[src/rtl/lsu_bus_pipelined.sv]
// Load/store unit: issues byte-enabled bus accesses, tracks them in an in-order queue, formats load data.
// Latency: issue is combinational; writeback/exception registered, one cycle after response or misaligned accept.
// Backpressure: req_ready_o low while the queue is full, without grant, during flush, or when a bus error pre-empts a misalignment.
// Optional feature macro: LSU_MISALIGN_TRAP_EN (trap misaligned accesses instead of truncating the offset).

package lsu_pkg;
  typedef enum logic [3:0] {
    MEM_NOP = 4'd0,
    MEM_LB  = 4'd1,
    MEM_LBU = 4'd2,
    MEM_LH  = 4'd3,
    MEM_LHU = 4'd4,
    MEM_LW  = 4'd5,
    MEM_SB  = 4'd6,
    MEM_SH  = 4'd7,
    MEM_SW  = 4'd8
  } mem_oper_t;
endpackage

module lsu_bus_pipelined
  import lsu_pkg::*;
#(
  parameter int MAX_OUTSTANDING = 2,
  parameter int ADDR_W          = 32
) (
  input  logic              clk_i,
  input  logic              rstn_i,
  input  logic              req_valid_i,
  output logic              req_ready_o,
  input  mem_oper_t         mem_oper_i,
  input  logic [31:0]       addr_i,
  input  logic [31:0]       wdata_i,
  input  logic [4:0]        rd_addr_i,
  input  logic              flush_i,
  output logic              bus_req_o,
  input  logic              bus_gnt_i,
  output logic              bus_we_o,
  output logic [ADDR_W-1:0] bus_addr_o,
  output logic [3:0]        bus_be_o,
  output logic [31:0]       bus_wdata_o,
  input  logic              bus_rvalid_i,
  input  logic [31:0]       bus_rdata_i,
  input  logic              bus_err_i,
  output logic              wb_valid_o,
  output logic [4:0]        wb_rd_addr_o,
  output logic [31:0]       wb_data_o,
  output logic              exc_valid_o,
  output logic [3:0]        exc_cause_o,
  output logic [31:0]       exc_addr_o,
  output logic              busy_o
);

  localparam int              PTR_W    = (MAX_OUTSTANDING > 1) ? $clog2(MAX_OUTSTANDING) : 1;
  localparam logic [PTR_W-1:0] LAST_PTR = PTR_W'(MAX_OUTSTANDING - 1);
  localparam logic [2:0]       FULL_CNT = 3'(MAX_OUTSTANDING);

  // One in-flight access; the full address is kept so a bus error can report mtval.
  typedef struct packed {
    logic              sq;
    logic              is_load;
    mem_oper_t         oper;
    logic [ADDR_W-1:0] addr;
    logic [4:0]        rd;
  } pend_t;

  pend_t            r_q [MAX_OUTSTANDING];
  logic [PTR_W-1:0] r_wr_ptr;
  logic [PTR_W-1:0] r_rd_ptr;
  logic [2:0]       r_cnt;

  logic             r_wb_vld;
  logic [4:0]       r_wb_rd;
  logic [31:0]      r_wb_dat;
  logic             r_exc_vld;
  logic [3:0]       r_exc_cause;
  logic [31:0]      r_exc_addr;

  logic        w_is_nop;
  logic        w_is_load;
  logic        w_misalign;
  logic        w_full;
  logic        w_pop;
  logic        w_head_sq;
  logic        w_pop_err;
  logic        w_pop_wb;
  logic        w_mis_acc;
  logic        w_push;
  pend_t       w_head;
  logic [31:0] w_head_addr;
  logic [3:0]  w_be;
  logic [31:0] w_wdat;
  logic [1:0]  w_lane;
  logic [31:0] w_shifted;
  logic [31:0] w_ld_data;

  assign w_is_nop  = (mem_oper_i == MEM_NOP);
  assign w_is_load = mem_oper_i inside {MEM_LB, MEM_LBU, MEM_LH, MEM_LHU, MEM_LW};

`ifdef LSU_MISALIGN_TRAP_EN
  // Halfword needs a[0]=0, word needs a[1:0]=0; such accesses trap instead of issuing.
  always_comb begin
    w_misalign = 1'b0;
    case (mem_oper_i)
      MEM_LH, MEM_LHU, MEM_SH: w_misalign = addr_i[0];
      MEM_LW, MEM_SW:          w_misalign = |addr_i[1:0];
      default:                 w_misalign = 1'b0;
    endcase
  end
`else
  assign w_misalign = 1'b0;
`endif

  assign w_full      = (r_cnt == FULL_CNT);
  assign w_head      = r_q[r_rd_ptr];
  assign w_head_addr = 32'(w_head.addr);

  // A response with an empty queue is stray and is dropped here.
  assign w_pop     = bus_rvalid_i & (r_cnt != 3'd0);
  // A flush in the response cycle also kills the entry being retired.
  assign w_head_sq = w_head.sq | flush_i;
  assign w_pop_err = w_pop & bus_err_i & ~w_head_sq;
  assign w_pop_wb  = w_pop & ~bus_err_i & ~w_head_sq & w_head.is_load;

  // Bus error on the oldest entry wins; the misaligned request waits a cycle.
  assign w_mis_acc = req_valid_i & ~w_is_nop & w_misalign & ~flush_i & ~w_pop_err;

  // Full blocks the push even if a response frees a slot this same cycle.
  assign bus_req_o   = req_valid_i & ~w_is_nop & ~w_misalign & ~w_full & ~flush_i;
  assign w_push      = bus_req_o & bus_gnt_i;
  assign req_ready_o = req_valid_i & ~flush_i & (w_is_nop | w_push | w_mis_acc);

  assign bus_we_o    = bus_req_o & ~w_is_load;
  assign bus_addr_o  = bus_req_o ? {addr_i[ADDR_W-1:2], 2'b00} : '0;
  assign bus_be_o    = bus_req_o ? w_be : 4'b0000;
  assign bus_wdata_o = bus_req_o ? w_wdat : 32'd0;
  assign busy_o      = (r_cnt != 3'd0);

  // Byte-lane steering for stores; loads always read the whole word.
  always_comb begin
    w_be   = 4'b1111;
    w_wdat = 32'd0;
    case (mem_oper_i)
      MEM_SB: begin
        w_be   = 4'b0001 << addr_i[1:0];
        w_wdat = wdata_i << {addr_i[1:0], 3'b000};
      end
      MEM_SH: begin
        w_be   = 4'b0011 << {addr_i[1], 1'b0};
        w_wdat = wdata_i << {addr_i[1], 4'b0000};
      end
      MEM_SW:  w_wdat = wdata_i;
      default: w_wdat = 32'd0;
    endcase
  end

  // Extract and extend the addressed byte/halfword of the returning word.
  always_comb begin
    w_lane = 2'd0;
    case (w_head.oper)
      MEM_LB, MEM_LBU: w_lane = w_head.addr[1:0];
      MEM_LH, MEM_LHU: w_lane = {w_head.addr[1], 1'b0};
      default:         w_lane = 2'd0;
    endcase
    w_shifted = bus_rdata_i >> {w_lane, 3'b000};
    w_ld_data = w_shifted;
    case (w_head.oper)
      MEM_LB:  w_ld_data = {{24{w_shifted[7]}}, w_shifted[7:0]};
      MEM_LBU: w_ld_data = {24'd0, w_shifted[7:0]};
      MEM_LH:  w_ld_data = {{16{w_shifted[15]}}, w_shifted[15:0]};
      MEM_LHU: w_ld_data = {16'd0, w_shifted[15:0]};
      default: w_ld_data = w_shifted;
    endcase
  end

  // Pending queue: circular buffer with push on handshake, pop on response, flush marks all squashed.
  always_ff @(posedge clk_i or negedge rstn_i) begin
    if (!rstn_i) begin
      r_wr_ptr <= '0;
      r_rd_ptr <= '0;
      r_cnt    <= 3'd0;
      for (int i = 0; i < MAX_OUTSTANDING; i++) r_q[i] <= '0;
    end else begin
      if (flush_i) begin
        for (int i = 0; i < MAX_OUTSTANDING; i++) r_q[i].sq <= 1'b1;
      end
      if (w_push) begin
        r_q[r_wr_ptr].sq      <= 1'b0;
        r_q[r_wr_ptr].is_load <= w_is_load;
        r_q[r_wr_ptr].oper    <= mem_oper_i;
        r_q[r_wr_ptr].addr    <= addr_i[ADDR_W-1:0];
        r_q[r_wr_ptr].rd      <= rd_addr_i;
        r_wr_ptr              <= (r_wr_ptr == LAST_PTR) ? '0 : r_wr_ptr + 1'b1;
      end
      if (w_pop) begin
        r_rd_ptr <= (r_rd_ptr == LAST_PTR) ? '0 : r_rd_ptr + 1'b1;
      end
      case ({w_push, w_pop})
        2'b10:   r_cnt <= r_cnt + 3'd1;
        2'b01:   r_cnt <= r_cnt - 3'd1;
        default: r_cnt <= r_cnt;
      endcase
    end
  end

  // Registered one-cycle writeback and exception pulses; fields are zero when not valid.
  always_ff @(posedge clk_i or negedge rstn_i) begin
    if (!rstn_i) begin
      r_wb_vld    <= 1'b0;
      r_wb_rd     <= 5'd0;
      r_wb_dat    <= 32'd0;
      r_exc_vld   <= 1'b0;
      r_exc_cause <= 4'd0;
      r_exc_addr  <= 32'd0;
    end else begin
      r_wb_vld  <= w_pop_wb;
      r_wb_rd   <= w_pop_wb ? w_head.rd : 5'd0;
      r_wb_dat  <= w_pop_wb ? w_ld_data : 32'd0;
      r_exc_vld <= w_pop_err | w_mis_acc;
      if (w_pop_err) begin
        r_exc_cause <= w_head.is_load ? 4'd5 : 4'd7;
        r_exc_addr  <= w_head_addr;
      end else if (w_mis_acc) begin
        r_exc_cause <= w_is_load ? 4'd4 : 4'd6;
        r_exc_addr  <= addr_i;
      end else begin
        r_exc_cause <= 4'd0;
        r_exc_addr  <= 32'd0;
      end
    end
  end

  assign wb_valid_o   = r_wb_vld;
  assign wb_rd_addr_o = r_wb_rd;
  assign wb_data_o    = r_wb_dat;
  assign exc_valid_o  = r_exc_vld;
  assign exc_cause_o  = r_exc_cause;
  assign exc_addr_o   = r_exc_addr;

endmodule

[config.mk]
export PLATFORM = sky130hd
export DESIGN_NAME = lsu_bus_pipelined
export DESIGN_NICKNAME = d
export VERILOG_FILES = /design/src/rtl/lsu_bus_pipelined.sv
export SDC_FILE = /design/constraint.sdc
export NUM_CORES = 1
export LEC_CHECK = 0
export CAP_MARGIN = 20
export CORE_MARGIN = 2
export CORE_UTILIZATION = 42
export CTS_CLUSTER_SIZE = 8
export DETAILED_ROUTE_END_ITERATION = 16
export HOLD_SLACK_MARGIN = 0.12
export PLACE_DENSITY = 0.75
export SYNTH_ARGS = -nofsm -noshare
export SYNTH_HDL_FRONTEND = slang
export SYNTH_SLANG_ARGS = --single-unit
[constraint.sdc]
create_clock -name clk_i -period 2.75 [get_ports clk_i]
set_input_delay 0.55 -clock clk_i [delete_from_list [all_inputs] [get_ports clk_i]]
set_output_delay 0.55 -clock clk_i [all_outputs]
set_load 0.01 [all_outputs]
# Word-level counts from Yosys, hierarchy flattened
# Index checks and enable logic that the tools add are counted.
word_totals:
  in_bits: 112
  regBits: 166
  output_inout_bits: 147
op_classes:
  n_eq_ne: 15
  muxes: 36
  addsub: 4
  shifts: 5
  n_reduce_logical: 7
  n_bitwise: 23
  magnitude_cmp: 3
ops:
  columns: ["op", "count"]
  rows:
  - ["$bwmux W86", 5]
  - ["$demux W43 S1", 5]
  - ["$mux W43", 4]
  - ["$mux W32", 4]
  - ["$pmux W32 S4", 1]
  - ["$pmux W32 S3", 1]
  - ["$mux W86", 1]
  - ["$shl A32 B5 Y32", 2]
  - ["$mux W42", 1]
  - ["$mux W41", 1]
  - ["$mux W37", 1]
  - ["$shr A32 B5 Y32", 1]
  - ["$eq A4 B3 Y1 const B", 5]
  - ["$eq A4 B2 Y1 const B", 4]
  - ["$and A1 B1 Y1", 13]
  - ["$mux W5", 2]
  - ["$eq A4 B1 Y1 const B", 2]
  - ["$pmux W4 S2", 1]
  - ["$not A1 Y1", 6]
  - ["$pmux W3 S2", 1]
  - ["$reduce_bool A5 Y1", 1]
  - ["$eq A4 B4 Y1 const B", 1]
  - ["$ge A2 B2 Y1 const B", 2]
  - ["$logic_not A4 Y1", 1]
  - ["other kinds (20)", 27]

# Depth between registers and ports, before layout
logic_depth:
  ltp_word: 11
  depth_mapped: 10

# Worst setup path before layout
# OpenSTA, ideal clock, no wires.
synth_path:
  path_type: "input to output"
  from: "input port mem_oper_i[3]"
  to: "output port bus_wdata_o[27]"
  required_ns: 2.200
  cell_stages: 8
  t_arrival_ns: 2.277
  n_path_buf: 3
  setup_slack_ns: -0.077
  path_cell_list: "and3b_1 -> clkbuf_1 -> a21bo_2 -> clkbuf_1 -> buf_2 -> mux2_2 -> a222oi_1 -> nor2_1"
synth_between:
  elab_chain_cells: 6
synth_rtl:
  columns: ["item", "line", "text"]
  rows:
  - ["start, declared", "30", "input mem_oper_t mem_oper_i,"]
  - ["$logic_not A4 Y1", "96", "assign w_is_nop = (mem_oper_i == MEM_NOP);"]
  - ["$not A1 Y1", "128", "assign bus_req_o = req_valid_i & ~w_is_nop & ~w_misalign & ~w_full & ~flush_i;"]
  - ["$and A1 B1 Y1 (3 in a row)", "128", null]
  - ["$mux W32 *", "135", "assign bus_wdata_o = bus_req_o ? w_wdat : 32'd0;"]
  - ["end, declared", "40", "output logic [31:0] bus_wdata_o,"]
# Every way passes the cells marked *; elsewhere a longest branch is shown, timed or not.

# Final worst setup path
layout_path:
  from: "input port flush_i"
  to: "output port bus_wdata_o[0]"
layout_between:
  elab_chain_cells: 3
layout_rtl:
  columns: ["item", "line", "text"]
  rows:
  - ["start, declared", "34", "input logic flush_i,"]
  - ["$not A1 Y1", "128", null]
  - ["$and A1 B1 Y1", "128", null]
  - ["$mux W32", "135", null]
# No other way between the ends.

==> impl_metrics.json <==
{
  "ys_seq_area_share_pct": 53.3,
  "seqPwrFrac_pct": 39.7,
  "grt_pass1_vias": 6225,
  "clkPwrFrac_pct": 27.1,
  "crit_chain": "clkdlybuf4s50_1 > nand2b_1 > a211o_1 > inv_4 > buf_4 > and3_1 > clkdlybuf4s15_1",
  "antenna_cells": 0,
  "cts_tree": "yes",
  "port_buffers": 255,
  "route.detailed.drc": 0,
  "final_common_cell": "clkdlybuf4s50_1",
  "fmax_ghz": 0.372,
  "initial_core_util_pct": 42.7,
  "area_growth_pct": 51.6,
  "synth_area_sq_um": 7650,
  "p_int_uw": 5980,
  "path_class": "in2out",
  "setup_violations": 0,
  "vias": 6150,
  "vdd_drop_max_uv": 540,
  "die_w_microns": 139,
  "whs_ns": 0.111,
  "routedWlPerCell_microns": 17.1,
  "path_clk_slew_ns": 0.07,
  "drive_above_1_share_pct": 26.1,
  "syn_area_per_cell_sq_um": 11.8,
  "worst-path-max-fanout": 8,
  "min_period_ns": 2.69,
  "critPathLaunchType": "primary input",
  "power.switching_uw": 2750,
  "routed_wl_microns": 20500,
  "die_h_microns": 139,
  "grt_antenna_before_repair": 0,
  "grt_usage_pct": 21.5,
  "cp.arrival_ns": 2.14,
  "clock_latency_ns": 0.42,
  "multiInputGateArea_sq_um": 3360,
  "yosysTopAreaCellShare_pct": 53.3,
  "place_congestion": 0.852,
  "synth_edf_count": 0,
  "yosysTopAreaCell": "dfrtp_1",
  "critPathRequiredTime_ns": 2.20,
  "synthCells": 648,
  "maxCapViolCount": 0,
  "async_flop_share_pct": 100,
  "hold_violations": 0,
  "ioPinCount": 259,
  "ys.flop_type": "dfrtp_1",
  "p_leak_uw": 0.00547,
  "final_cell_mix": "clkdlybuf4s50_1 (179), dfrtp_1 (162), mux2_2 (99), nor2_1 (77), mux2i_1 (64)",
  "drt-initial-drc-count": 305,
  "synth-seq-cells": 163,
  "synth_warnings": 0,
  "htreeDepth": 4,
  "cp-startpoint": "flush_i",
  "hp-class": "in2async",
  "regArea_sq_um": 4080,
  "final_max_slew_viol_count": 0,
  "slowest_delay_ns": 0.41,
  "finalInstanceArea_sq_um": 11600,
  "die_area_sq_um": 19300,
  "cts_root_buf": "clkbuf_16",
  "core_area_sq_um": 17900,
  "worst_slew_pin_slew_ns": 0.608,
  "crit_path_top_delay_cell": "clkdlybuf4s50_1",
  "combPwrFrac_pct": 33.2,
  "grt_pass1_wl_microns": 33200,
  "reg2reg_from": "r_rd_ptr$_DFFE_PN0P_",
  "detail-route-antenna-nets": 0,
  "ys_types": 48,
  "setup_tns_ns": 0,
  "synth.area.top_cells": "dfrtp_1 (53%), mux2_2 (15%), mux2i_1 (8.4%)",
  "overflow": 0,
  "nets": 1072,
  "end_kind": "primary output",
  "maxSlewHeadroom_pct": 59.5,
  "place_area_sq_um": 10900,
  "r2r_cells": 8,
  "status": "finished clean",
  "period_share_pct": 97.7,
  "hold_buffers": 0,
  "cts.sinks": 163,
  "cts_buffers": 17,
  "num_rows": 49,
  "clk_path_buf_depth": 2,
  "switching_share_pct": 31.5,
  "drt-vias-per-instance": 5.13,
  "dp_hpwl_microns": 14400,
  "power_density_nw_per_um2": 753,
  "dr.pass1.iters": 4,
  "fillers": 1438,
  "grt_max_degree": 68,
  "clock_skew_ns": 0.00970
}
final timing paths:
path                                                 end  slack [ns]
worst min register to register      r_cnt[2]$_DFFE_PN0P_        0.49
worst max register to register   wb_data_o[17]$_DFF_PN0_        0.25
max in group asynchronous       exc_addr_o[15]$_DFF_PN0_        1.95
min in group clk_i                                  flop        0.46
worst max-delay path                      bus_wdata_o[0]        0.06
worst min-delay path            exc_addr_o[18]$_DFF_PN0_        0.11
cells by family after synthesis:
family	Yosys count	synth area share (%)
xor gates and xnor gates	7	0.801
other	1	0.0490
AOI/OAI and AO/OA	74	7.20
and+or+nand+nor	179	11.3
muxes	165	23.4
buffers and inverters	57	3.53
DFF	163	53.3
adders and majority gates	2	0.425
routing by layer:
metal  vias to the layer above  global-route usage [%]  share of wire (%)
met4                         0                    6.11                1.6
met2                       203                    36.7                 50
met5                         -                       0                  0
met1                      3016                    27.6                 43
li1                       2904                       -                  -
met3                        27                    4.83                5.1
power groups by stage:
stage                     combinational [uW]  sequential [uW]  clock (uW)
after floorplan                         2010             3400           0
after global placement                  2860             3480           0
after detailed placement                2920             3510           0
after CTS                               2930             3470        2420
after global routing                    3170             3560        2520
final                                   2900             3470        2360
area by class of cell:
| type | count | area share (%) |
|---|---|---|
| Clock buffer | 18 | 3.79 |
| Clock inverter | 14 | 1.40 |
| Inverter | 9 | 0.313 |
| Multi-Input combinational cell | 430 | 29.0 |
| Sequential cell | 163 | 35.2 |
| Tap cell | 229 | 2.47 |
| Timing Repair Buffer | 337 | 27.9 |
worst max-delay path, delay by kind of cell:
family	cells	cell delay (ns)
compound gates	1	0.29
simple gates	2	0.36
buf+inv	4	0.94
stage by stage:
step | total power [uW] | std cells | setup slack [ns] | util (%)
3_3_place_gp | 6340 | 1153 | -0.542 | 61.0
2_1_floorplan | 5410 | 650 | 0.0113 | -
6_report | 8730 | 1200 | 0.0641 | 64.8
5_1_grt | 9250 | 1200 | -0.00682 | 64.8
4_1_cts | 8820 | 1198 | -0.00276 | 64.6
3_5_place_dp | 6430 | 1153 | -0.625 | 61.0
synthesized netlist by cell type, drive strengths merged, types with 9 or more instances:
cell type  number
inv             9
mux2          100
and3            9
a22oi          17
nand3           9
nand2          30
mux2i          64
clkbuf         23
buf            25
and2           34
nor2           79
o31ai          14
o21ai          11
dfrtp         163
what timing repair did:
| item | 4_1_cts | 5_1_grt |
|---|---|---|
| cloned | 2 | 0 |
| pin swaps | 15 | 9 |
| resized for setup | 143 | 28 |
| setup endpoints to repair | 70 | 67 |
| setup buffers | 11 | 4 |
(Power assumes the default switching activity.)
